[src/rtl/fetch_ctrl.sv]
// Fetch-stage control: load-use stalls, branch/jump redirects and a halt/resume
// handshake for the IF stage, with saturating stall and flush counters.
module fetch_ctrl (
  input  logic        clk,
  input  logic        reset,
  input  logic        ex_memread,
  input  logic [4:0]  ex_rt,
  input  logic [4:0]  id_rs,
  input  logic [4:0]  id_rt,
  input  logic        branch_taken,
  input  logic        jump,
  input  logic        halt_req,
  input  logic        resume,
  input  logic        clr_cnt,
  output logic        if_write,
  output logic        ifid_write,
  output logic        if_flush,
  output logic        id_bubble,
  output logic        halt_ack,
  output logic [15:0] stall_cnt,
  output logic [15:0] flush_cnt
);

  typedef enum logic {
    RUN    = 1'b0,
    HALTED = 1'b1
  } state_e;

  state_e      state_q;
  state_e      state_d;
  state_e      eff_state;
  logic [15:0] stall_cnt_q;
  logic [15:0] flush_cnt_q;
  logic        redirect;
  logic        hazard;
  logic        stall_event;

  assign redirect = branch_taken | jump;
  assign hazard   = ex_memread & (ex_rt != 5'd0) &
                    ((ex_rt == id_rs) | (ex_rt == id_rt));

  // Reset forces the RUN decode so the pipeline sees sane enables during reset.
  assign eff_state = reset ? RUN : state_q;

  always_comb begin
    if_write    = 1'b1;
    ifid_write  = 1'b1;
    if_flush    = 1'b0;
    id_bubble   = 1'b0;
    stall_event = 1'b0;
    state_d     = state_q;
    if (eff_state == RUN) begin
      if (redirect) begin
        if_flush = 1'b1;
      end else if (hazard) begin
        if_write    = 1'b0;
        ifid_write  = 1'b0;
        id_bubble   = 1'b1;
        stall_event = 1'b1;
      end else if (halt_req) begin
        if_write   = 1'b0;
        ifid_write = 1'b0;
        id_bubble  = 1'b1;
        state_d    = HALTED;
      end
    end else begin
      // Draining: an older branch may still redirect the PC, but ID stays bubbled.
      if_write   = redirect;
      ifid_write = 1'b0;
      if_flush   = redirect;
      id_bubble  = 1'b1;
      if (resume) state_d = RUN;
    end
  end

  always_ff @(posedge clk) begin
    if (reset) begin
      state_q     <= RUN;
      stall_cnt_q <= 16'd0;
      flush_cnt_q <= 16'd0;
    end else begin
      state_q <= state_d;
      if (clr_cnt) begin
        stall_cnt_q <= 16'd0;
        flush_cnt_q <= 16'd0;
      end else begin
        if (stall_event && stall_cnt_q != 16'hFFFF) stall_cnt_q <= stall_cnt_q + 16'd1;
        if (if_flush && flush_cnt_q != 16'hFFFF)    flush_cnt_q <= flush_cnt_q + 16'd1;
      end
    end
  end

  assign halt_ack  = (state_q == HALTED);
  assign stall_cnt = stall_cnt_q;
  assign flush_cnt = flush_cnt_q;

endmodule

[config.mk]
export PLATFORM = sky130hd
export DESIGN_NAME = fetch_ctrl
export DESIGN_NICKNAME = d
export VERILOG_FILES = /design/src/rtl/fetch_ctrl.sv
export SDC_FILE = /design/constraint.sdc
export NUM_CORES = 1
export LEC_CHECK = 0
export ABC_AREA = 1
export ABC_CLOCK_PERIOD_IN_PS = 2200
export CAP_MARGIN = 0
export CORE_MARGIN = 2
export CORE_UTILIZATION = 47
export CTS_CLUSTER_DIAMETER = 40
export DETAILED_ROUTE_END_ITERATION = 8
export PLACE_DENSITY = 0.87
export SYNTH_ARGS = -nofsm -noshare
export SYNTH_HDL_FRONTEND = slang
export SYNTH_SLANG_ARGS = --single-unit
[constraint.sdc]
create_clock -name clk -period 2.2 [get_ports clk]
set_input_delay 0.33 -clock clk [delete_from_list [all_inputs] [get_ports clk]]
set_output_delay 0.33 -clock clk [all_outputs]
set_load 0.005 [all_outputs]
==> flow_summary.ini, run 1 <==
[run]
max_cap_viol_count = 0

[cells_and_area]
antennaDiodeCount = 0
final_util_pct = 67.0
nets = 421
drive_gt1_share_pct = 12.3
syn2layout_area_growth_pct = 40.1
final_cells = 449
fillers = 382

[sta]
fmax_ghz = 0.473
slew_viol_final = 0
fin_worst_skew_ps = 6.82
final-hold-violation-count = 0
tns_ps = 0
fin_crit_sh_pct = 96.2
setup_viol = 0
tightest_slew_ps = 337
maxSlewHeadroom_pct = 77.4
layout_min_cycle_time_ps = 2120

[grt]
grt_max_degree = 18
grt_use_total_pct = 22.4
grt_pass1_wl_um = 8940
antenna_found_initial = 0
grt_overflow = 0
grt_pass1_vias = 2121

[yosys]
synthDistinctLibCells = 31
syn_avg_cell_area_um2 = 6.40
syn-num-nets = 346
ys_ff_latch = 33
synthArstFlopShare_pct = 0
ys.flop_type = dfxtp_1
synth-edff-count = 0
synth_area_leaders = dfxtp_1, nand2_1, nor2_1
synth_top_area_share_pct = 32.2
synthCells = 321
synth_largest_area_cell = dfxtp_1
yosys-top-cells-count = nand2_1, nor2_1, inv_1, dfxtp_1, nand3_1
netlist_area_um2 = 2050
yosysMostFrequentCell = nand2_1
ys_seq_area_share_pct = 32.2
yosysWarnings = 0

[cts]
cts_buffer_depth = 2
cts_sinks = 33
cts_htree_levels = 2
cts_buffers = 5
clockRootBuffer = clkbuf_8
clkTransAtPathRegs_ps = 60
clock_latency_ps = 290
cts_hold_buffers = 0
cts_tree = done

[pwr]
pwr-share-clk_pct = 40.8
power_frac_comb_pct = 11.7
powerDensity_nw_per_um2 = 442
p_leak_nw = 1.17
power_mw = 1.27
seq_power_share_pct = 47.5
p_sw_mw = 0.311
vdd_ir_drop_max_uv = 359
internal_power_mw = 0.962
swShare_pct = 24.4

[die]
dieArea_um2 = 4920
die_w_um = 70.1
row_count = 24
initial_utilization_pct = 47.8
die_h_um = 70.1
io_pins = 60
core_area_um2 = 4290

[detailed_routing]
first_pass_iters = 4
route.detailed.wl_per_inst_um = 11.4
drc = 0
drt_iter0_drc = 86
vias = 2268
via_per_inst = 5.05
drtAntennaViolNets = 0
wirelength_um = 5100

[worst_setup_path]
critPathArrivalTime_ps = 1790
end_kind = primary output
critical_path_class = in2out
crit_path_start_kind = primary input
required_ps = 1870
path_max_fanout = 2

[place]
io_buffer_count = 59
globalplace.congestion = 0.961
hpwl_um = 3890
placed_cells = 438

[worst_hold_path]
min_path_type = reg2reg

[outcome]
status = finished, final reports clean
## placed cells by master, fill, tap and decap left out, types with 3 or more instances in the layout
master,instances
xnor2_1,5
buf_4,13
inv_1,39
xor2_1,7
a21oi_1,14
o21bai_1,3
inv_2,4
o21ai_0,14
clkbuf_8,7
nand3_1,16
dlygate4sd2_1,7
nor2_2,10
nor3_1,5
nor2_1,50
nand4_1,4
clkdlybuf4s50_1,50
nand3_2,3
nand2_1,89
dfxtp_1,33
nand2_2,4
## state kept, by name (all words and copies together), names as in the netlist
signal	cells
flush_cnt	16
halt_ack	1
stall_cnt	16
## per-stage QoR
stage                     setup slack [ps]  cell area, um2  hold slack (ps)
final                                 84.1            2880              495
after global routing                 -17.0            2880              513
after CTS                             28.8            2850              497
after detailed placement              -190            2750              485
after global placement                -122            2750              480
after floorplan                        619            2050              445
## kinds of logic (layout without fill, tap and decap cells)
kind of cell / after synthesis / after routing / synth area share, %
AND/OR/NAND/NOR: 191 / 191 / 42.2
buffers and inverters: 48 / 124 / 9.99
AO/OA/AOI/OAI: 35 / 35 / 9.32
flip-flops: 33 / 33 / 32.2
XOR/XNOR: 12 / 12 / 5.12
adder cells (fa/ha/maj): 2 / 2 / 1.22
## metal layers
layer  wire length [um]  track usage (%)  vias to the layer above
met5                  0                0                        -
met4                122             10.0                        0
met3                231             6.35                       11
met2               2580             38.9                       50
met1               2160             25.3                     1044
li1                   -                -                     1163
## worst max-delay path, stage by stage
cell and delay [ps]:
clkdlybuf4s50_1 480, inv_1 50, nand2_1 50, nand2_1 50, nor2_2 110, nand3_1 90
nand2_2 90, nand3_2 60, nand3_2 80, buf_4 100, inv_1 30, dlygate4sd2_1 250
## repair_timing
item / 4_1_cts / 5_1_grt
setup endpoints to repair: 3 / 2
pin swaps: 1 / 3
gates resized for setup: 10 / 5
setup buffers: 1 / 2
## worst paths after layout
path,slack (ps),depth (start not counted),end,from
setup reg to reg,410,10,stall_cnt[14],stall_cnt[0]
setup / recovery,80,12,ifid_write,id_rt[1]
hold reg to reg,490,2,flush_cnt[11],flush_cnt[11]
hold / removal,490,2,flush_cnt[11],flush_cnt[11]
## final cells by class
| class | instances | area (um2) | share of cell area, % |
|---|---|---|---|
| Clock buffer | 7 | 96.3 | 3.35 |
| Inverter | 44 | 166 | 5.78 |
| Sequential cell | 33 | 661 | 22.9 |
| Multi-Input combinational cell | 240 | 1200 | 41.8 |
| Clock inverter | 1 | 5.00 | 0.174 |
| Tap cell | 52 | 65.1 | 2.26 |
| Timing Repair Buffer | 72 | 682 | 23.7 |
## power groups by stage
stage          Clock [mW]  Combinational, mW  Sequential [mW]
3_3_place_gp            0              0.142            0.618
2_1_floorplan           0             0.0642            0.618
3_5_place_dp            0              0.146            0.619
4_1_cts             0.532              0.143            0.605
6_report            0.520              0.148            0.605
5_1_grt             0.560              0.165            0.606
(Power assumes the default switching activity.)
==> run 2: changes to the inputs <==
Settings changed: ABC_CLOCK_PERIOD_IN_PS 2200 to 2350, CAP_MARGIN 0 to not set.
Clock period 2.2 ns to 2.35 ns, I/O delays scaled along.
==> flow_summary.ini, run 2 (synthesis results as in run 1) <==
[sta]
tightest_slew_ps = 352
layout_min_cycle_time_ps = 2190
fmax_ghz = 0.457
setup_viol = 0
fin_worst_skew_ps = 6.41
rsz0062_at_grt = false
maxSlewHeadroom_pct = 76.4
final-hold-violation-count = 0
slew_viol_final = 0
fin_crit_sh_pct = 93.2

[worst_setup_path]
reg2reg_slack_ps = 510
crit_path_start_kind = primary input
slowest_stage = clkdlybuf4s50_1
required_ps = 2000
critPathArrivalTime_ps = 1840
crit_chain = clkdlybuf4s50_1, inv_1, nand2_1, nand2_1, nor2_1, nand3_1, nand2_2, nand3_2, nand3_2, buf_4, o21ai_0, clkdlybuf4s15_1
critical_path.top_delay_family = buffers and inverters
cp.buffers_inverters = 4
critPathMaxStageDelay_ps = 470
critical_path_class = in2out
path_max_fanout = 2
r2r_cells = 10
rr_startpoint = stall_cnt[0]
end_kind = primary output
r2r-end = stall_cnt[0]

[detailed_routing]
first_pass_iters = 4
vias = 2251
via_per_inst = 5.07
drc = 0
drtAntennaViolNets = 0
route.detailed.wl_per_inst_um = 11.8
drt_iter0_drc = 107
wirelength_um = 5220

[cells_and_area]
layout_common_cells = nand2_1, nor2_1, clkdlybuf4s50_1
register_area_um2 = 661
multi_input_comb_area_um2 = 1200
nets = 417
final_cells = 444
syn2layout_area_growth_pct = 38.2
fillers = 415
antennaDiodeCount = 0
drive_gt1_share_pct = 10.5
final_common_cell = nand2_1

[cts]
cts_sinks = 33
clkTransAtPathRegs_ps = 60
cts_buffers = 5
cts_tree = done
cts_buffer_depth = 2
cts_hold_buffers = 0
clockRootBuffer = clkbuf_8
clock_latency_ps = 290
cts_htree_levels = 2

[die]
row_count = 24
dieArea_um2 = 4920
initial_utilization_pct = 47.8
core_area_um2 = 4290
die_w_um = 70.1
die_h_um = 70.1
io_pins = 60

[grt]
grt_pass1_vias = 2163
grt_pass1_wl_um = 9030
grt_use_total_pct = 22.4
antenna_found_initial = 0
grt_max_degree = 18
grt_overflow = 0

[pwr]
p_leak_nw = 1.16
p_sw_mw = 0.279
swShare_pct = 24.4
seq_power_share_pct = 49.5
vdd_ir_drop_max_uv = 311
pwr-share-clk_pct = 38.7
power_mw = 1.15
internal_power_mw = 0.866
powerDensity_nw_per_um2 = 403
power_frac_comb_pct = 11.9

[place]
globalplace.congestion = 0.963
io_buffer_count = 59
placed_cells = 436
hpwl_um = 3900

[outcome]
status = finished, final reports clean

[run]
max_cap_viol_count = 0

[worst_hold_path]
holdCritStartpoint = flush_cnt[11]
min_to = flush_cnt[11]
hold_depth = 2
min_path_type = reg2reg
-- run 2: cell count changes in the layout (fill, tap and decap cells not counted), sizes merged --
cell	change
dlygate4sd2	-2
buf	-4
dlymetal6s2s	+2
clkinv	-1
-- run 2: cell type report --
| type | instances | area share [%] |
|---|---|---|
| clock buffer | 7 | 3.04 |
| inverter | 44 | 5.86 |
| multi-input combinational | 240 | 42.3 |
| sequential | 33 | 23.3 |
| tap | 52 | 2.29 |
| timing repair buffer | 68 | 23.2 |
-- run 2: stage by stage --
stage	worst slack [ps]	util (%)	hold slack [ps]	setup TNS (ps)	instance area, um2
floorplan	769	-	467	0	2050
global placement	-14.0	63.6	480	-14.0	2730
global route	30.9	66.1	525	0	2840
finish	160	66.1	499	0	2840
CTS	19.8	65.6	498	0	2820
detailed placement	-65.1	63.6	487	-137	2730
-- run 2: power by group through the flow --
stage	clock [mW]	sequential (mW)	combinational (mW)
after floorplan	0	0.579	0.0601
after global placement	0	0.579	0.132
after detailed placement	0	0.579	0.136
after CTS	0.453	0.567	0.133
after global routing	0.472	0.567	0.150
final	0.443	0.567	0.136
-- run 2: what timing repair did --
action                     CTS  global route
setup buffers                0             1
setup endpoints to repair    3             3
pin swaps                    1             5
gates resized for setup      8             6
-- run 2: worst min-delay path: stages (launching register included) --
cell	delay, ps
dfxtp_1	350
inv_1	60
a21oi_1	50
-- run 2: worst max-delay path by stage --
stage	startpoint	end	cells past startpoint	slack, ps
global route	id_rt[0]	if_write	12	30
CTS	id_rs[4]	id_bubble	10	20
detailed placement	ex_rt[1]	if_write	11	-70
global placement	ex_rt[1]	if_write	11	-10
finish	id_rt[1]	if_write	12	160
floorplan	stall_cnt[0]	stall_cnt[14]	10	770
-- run 2: metal layers --
layer | share of wire (%) | global-route usage [%] | vias to the layer above
met1 | 41 | 24.4 | 1023
met4 | 2.3 | 9.62 | 0
li1 | - | - | 1155
met2 | 51 | 40.2 | 59
met3 | 5.3 | 6.64 | 14
met5 | 0 | 0 | -
==> run 3: changes to the inputs <==
Settings changed: ABC_CLOCK_PERIOD_IN_PS 2350 to 2800, CORE_MARGIN 2 to not set, CORE_UTILIZATION 47 to 50, PLACE_DENSITY 0.87 to 0.92.
Clock period 2.35 ns to 2.8 ns, I/O delays scaled along.
==> flow_summary.ini, run 3 (synthesis results as in run 1) <==
[outcome]
status = finished, final reports clean

[worst_setup_path]
path_max_fanout = 3
critical_path.top_delay_family = buffers and inverters
r2r_cells = 11
worstSetupEndpoint = if_write
cp.buffers_inverters = 3
reg2reg_slack_ps = 960
slowest_stage = clkdlybuf4s50_1
critPathMaxStageDelay_ps = 500
critPathArrivalTime_ps = 2200
required_ps = 2380
critical_path_class = in2out
critical_path.most_common_cell = nand3_1
end_kind = primary output
r2r-end = stall_cnt[1]
crit_chain = clkdlybuf4s50_1, inv_1, nand2_1, nand2_1, nor2_1, nand3_1, nand2_2, nand3_1, nand3_1, o21ai_0, clkdlybuf4s50_1
rr_startpoint = stall_cnt[0]
startpoint = ex_rt[1]
cp.depth = 11
crit_path_start_kind = primary input

[detailed_routing]
wirelength_um = 5020
met1_length_um = 2170
wl_met2_um = 2520
drtAntennaViolNets = 0
vias = 2219
drc = 0
top_layer = met4
via_per_inst = 5.09
drt_iter0_drc = 127
met3_length_um = 252
route.detailed.wl_per_inst_um = 11.5
first_pass_iters = 4

[sta]
fin_ws_ps = 175
slew_viol_final = 0
maxSlewHeadroom_pct = 73.5
setup_viol = 0
holdWs_ps = 497
tightest_slew_ps = 397
fmax_ghz = 0.381
rsz0062_at_grt = false
final-hold-violation-count = 0
tns_ps = 0
fin_crit_sh_pct = 93.7
layout_min_cycle_time_ps = 2620
fin_worst_skew_ps = 5.51

[pwr]
vdd_ir_drop_max_uv = 275
p_leak_nw = 1.11
powerDensity_nw_per_um2 = 376
power_mw = 1.06

[place]
dpl_cell_area_um2 = 2690
io_buffer_count = 59
pre_cts_ws_ps = 152
globalplace.congestion = 0.888
placed_cells = 427
hpwl_um = 3730

[cts]
clockRootBuffer = clkbuf_8
cts_buffer_depth = 2
clkTransAtPathRegs_ps = 70
cts_buffers = 5
cts_htree_levels = 2
ctsResizeCount = 0
clock_latency_ps = 290
cts_tree = done
cts_sinks = 33
cts_hold_buffers = 0

[grt]
grt_max_degree = 27
antenna_found_initial = 0
grt_pass1_wl_um = 8470
grt_overflow = 0
grt_use_total_pct = 25.1
grt_pass1_vias = 2067

[die]
core_area_um2 = 3800
io_pins = 60
die_w_um = 66.1
row_count = 22
dieArea_um2 = 4370
initial_utilization_pct = 54.1
die_h_um = 66.1

[cells_and_area]
final_common_cell = nand2_1
nets = 412
antennaDiodeCount = 0
final_area_um2 = 2810
final_cells = 436
drive_gt1_share_pct = 8.76
syn2layout_area_growth_pct = 36.9
final_util_pct = 74.0
layout_common_cells = nand2_1, clkdlybuf4s50_1, nor2_1

[run]
max_cap_viol_count = 0

[worst_hold_path]
min_path_type = reg2reg
[run 3: changes by cell type in the layout (fill, tap and decap cells not counted), sizes merged]
cell / previous run / this run
clkdlybuf4s50: 50 / 59
buf: 9 / 4
clkdlybuf4s15: 1 / 0
dlygate4sd2: 5 / 0
dlymetal6s2s: 3 / 0
bufinv: 0 / 1
[run 3: power by group]
group          internal (mW)  total, mW  switching (mW)
Sequential             0.472      0.475         0.00320
Clock                  0.290      0.471           0.181
Combinational         0.0587      0.110          0.0517
[run 3: worst reg2reg max path: stages (launching register included)]
cell and delay (ps):
dfxtp_1 440, ha_1 250, nand2_2 100, nor2_4 150
nand2_2 70, nor3_4 220, nand3_4 160, clkinv_2 110
nor2_4 70, nand2_1 80, nand2_1 50, nor2_1 90
[run 3: worst min path at each step]
| stage | from | slack (ps) | end | depth (start not counted) |
|---|---|---|---|---|
| floorplan | flush_cnt[15] | 470 | flush_cnt[15] | 2 |
| global placement | flush_cnt[2] | 480 | flush_cnt[2] | 2 |
| detailed placement | flush_cnt[2] | 480 | flush_cnt[2] | 2 |
| CTS | flush_cnt[2] | 490 | flush_cnt[2] | 2 |
| global route | flush_cnt[11] | 520 | flush_cnt[11] | 2 |
| finish | flush_cnt[11] | 500 | flush_cnt[11] | 2 |
[run 3: area by class of cell]
cell class                 count  area, um2
timing repair buffer          63        621
fill                         317        986
clock buffer                   7       86.3
multi-input combinational    240       1190
clock inverter                 1       30.0
inverter                      44        166
tap                           48       60.1
sequential                    33        661
[run 3: metal layers]
layer | track usage [%] | vias to the layer above
met4 | 9.57 | 0
li1 | - | 1145
met1 | 26.9 | 1010
met5 | 0 | -
met2 | 47.7 | 54
met3 | 4.66 | 10
[run 3: repair_timing]
item,in CTS,in global routing
hold endpoints to repair,0,0
setup endpoints to repair,0,1
setup buffers,0,1
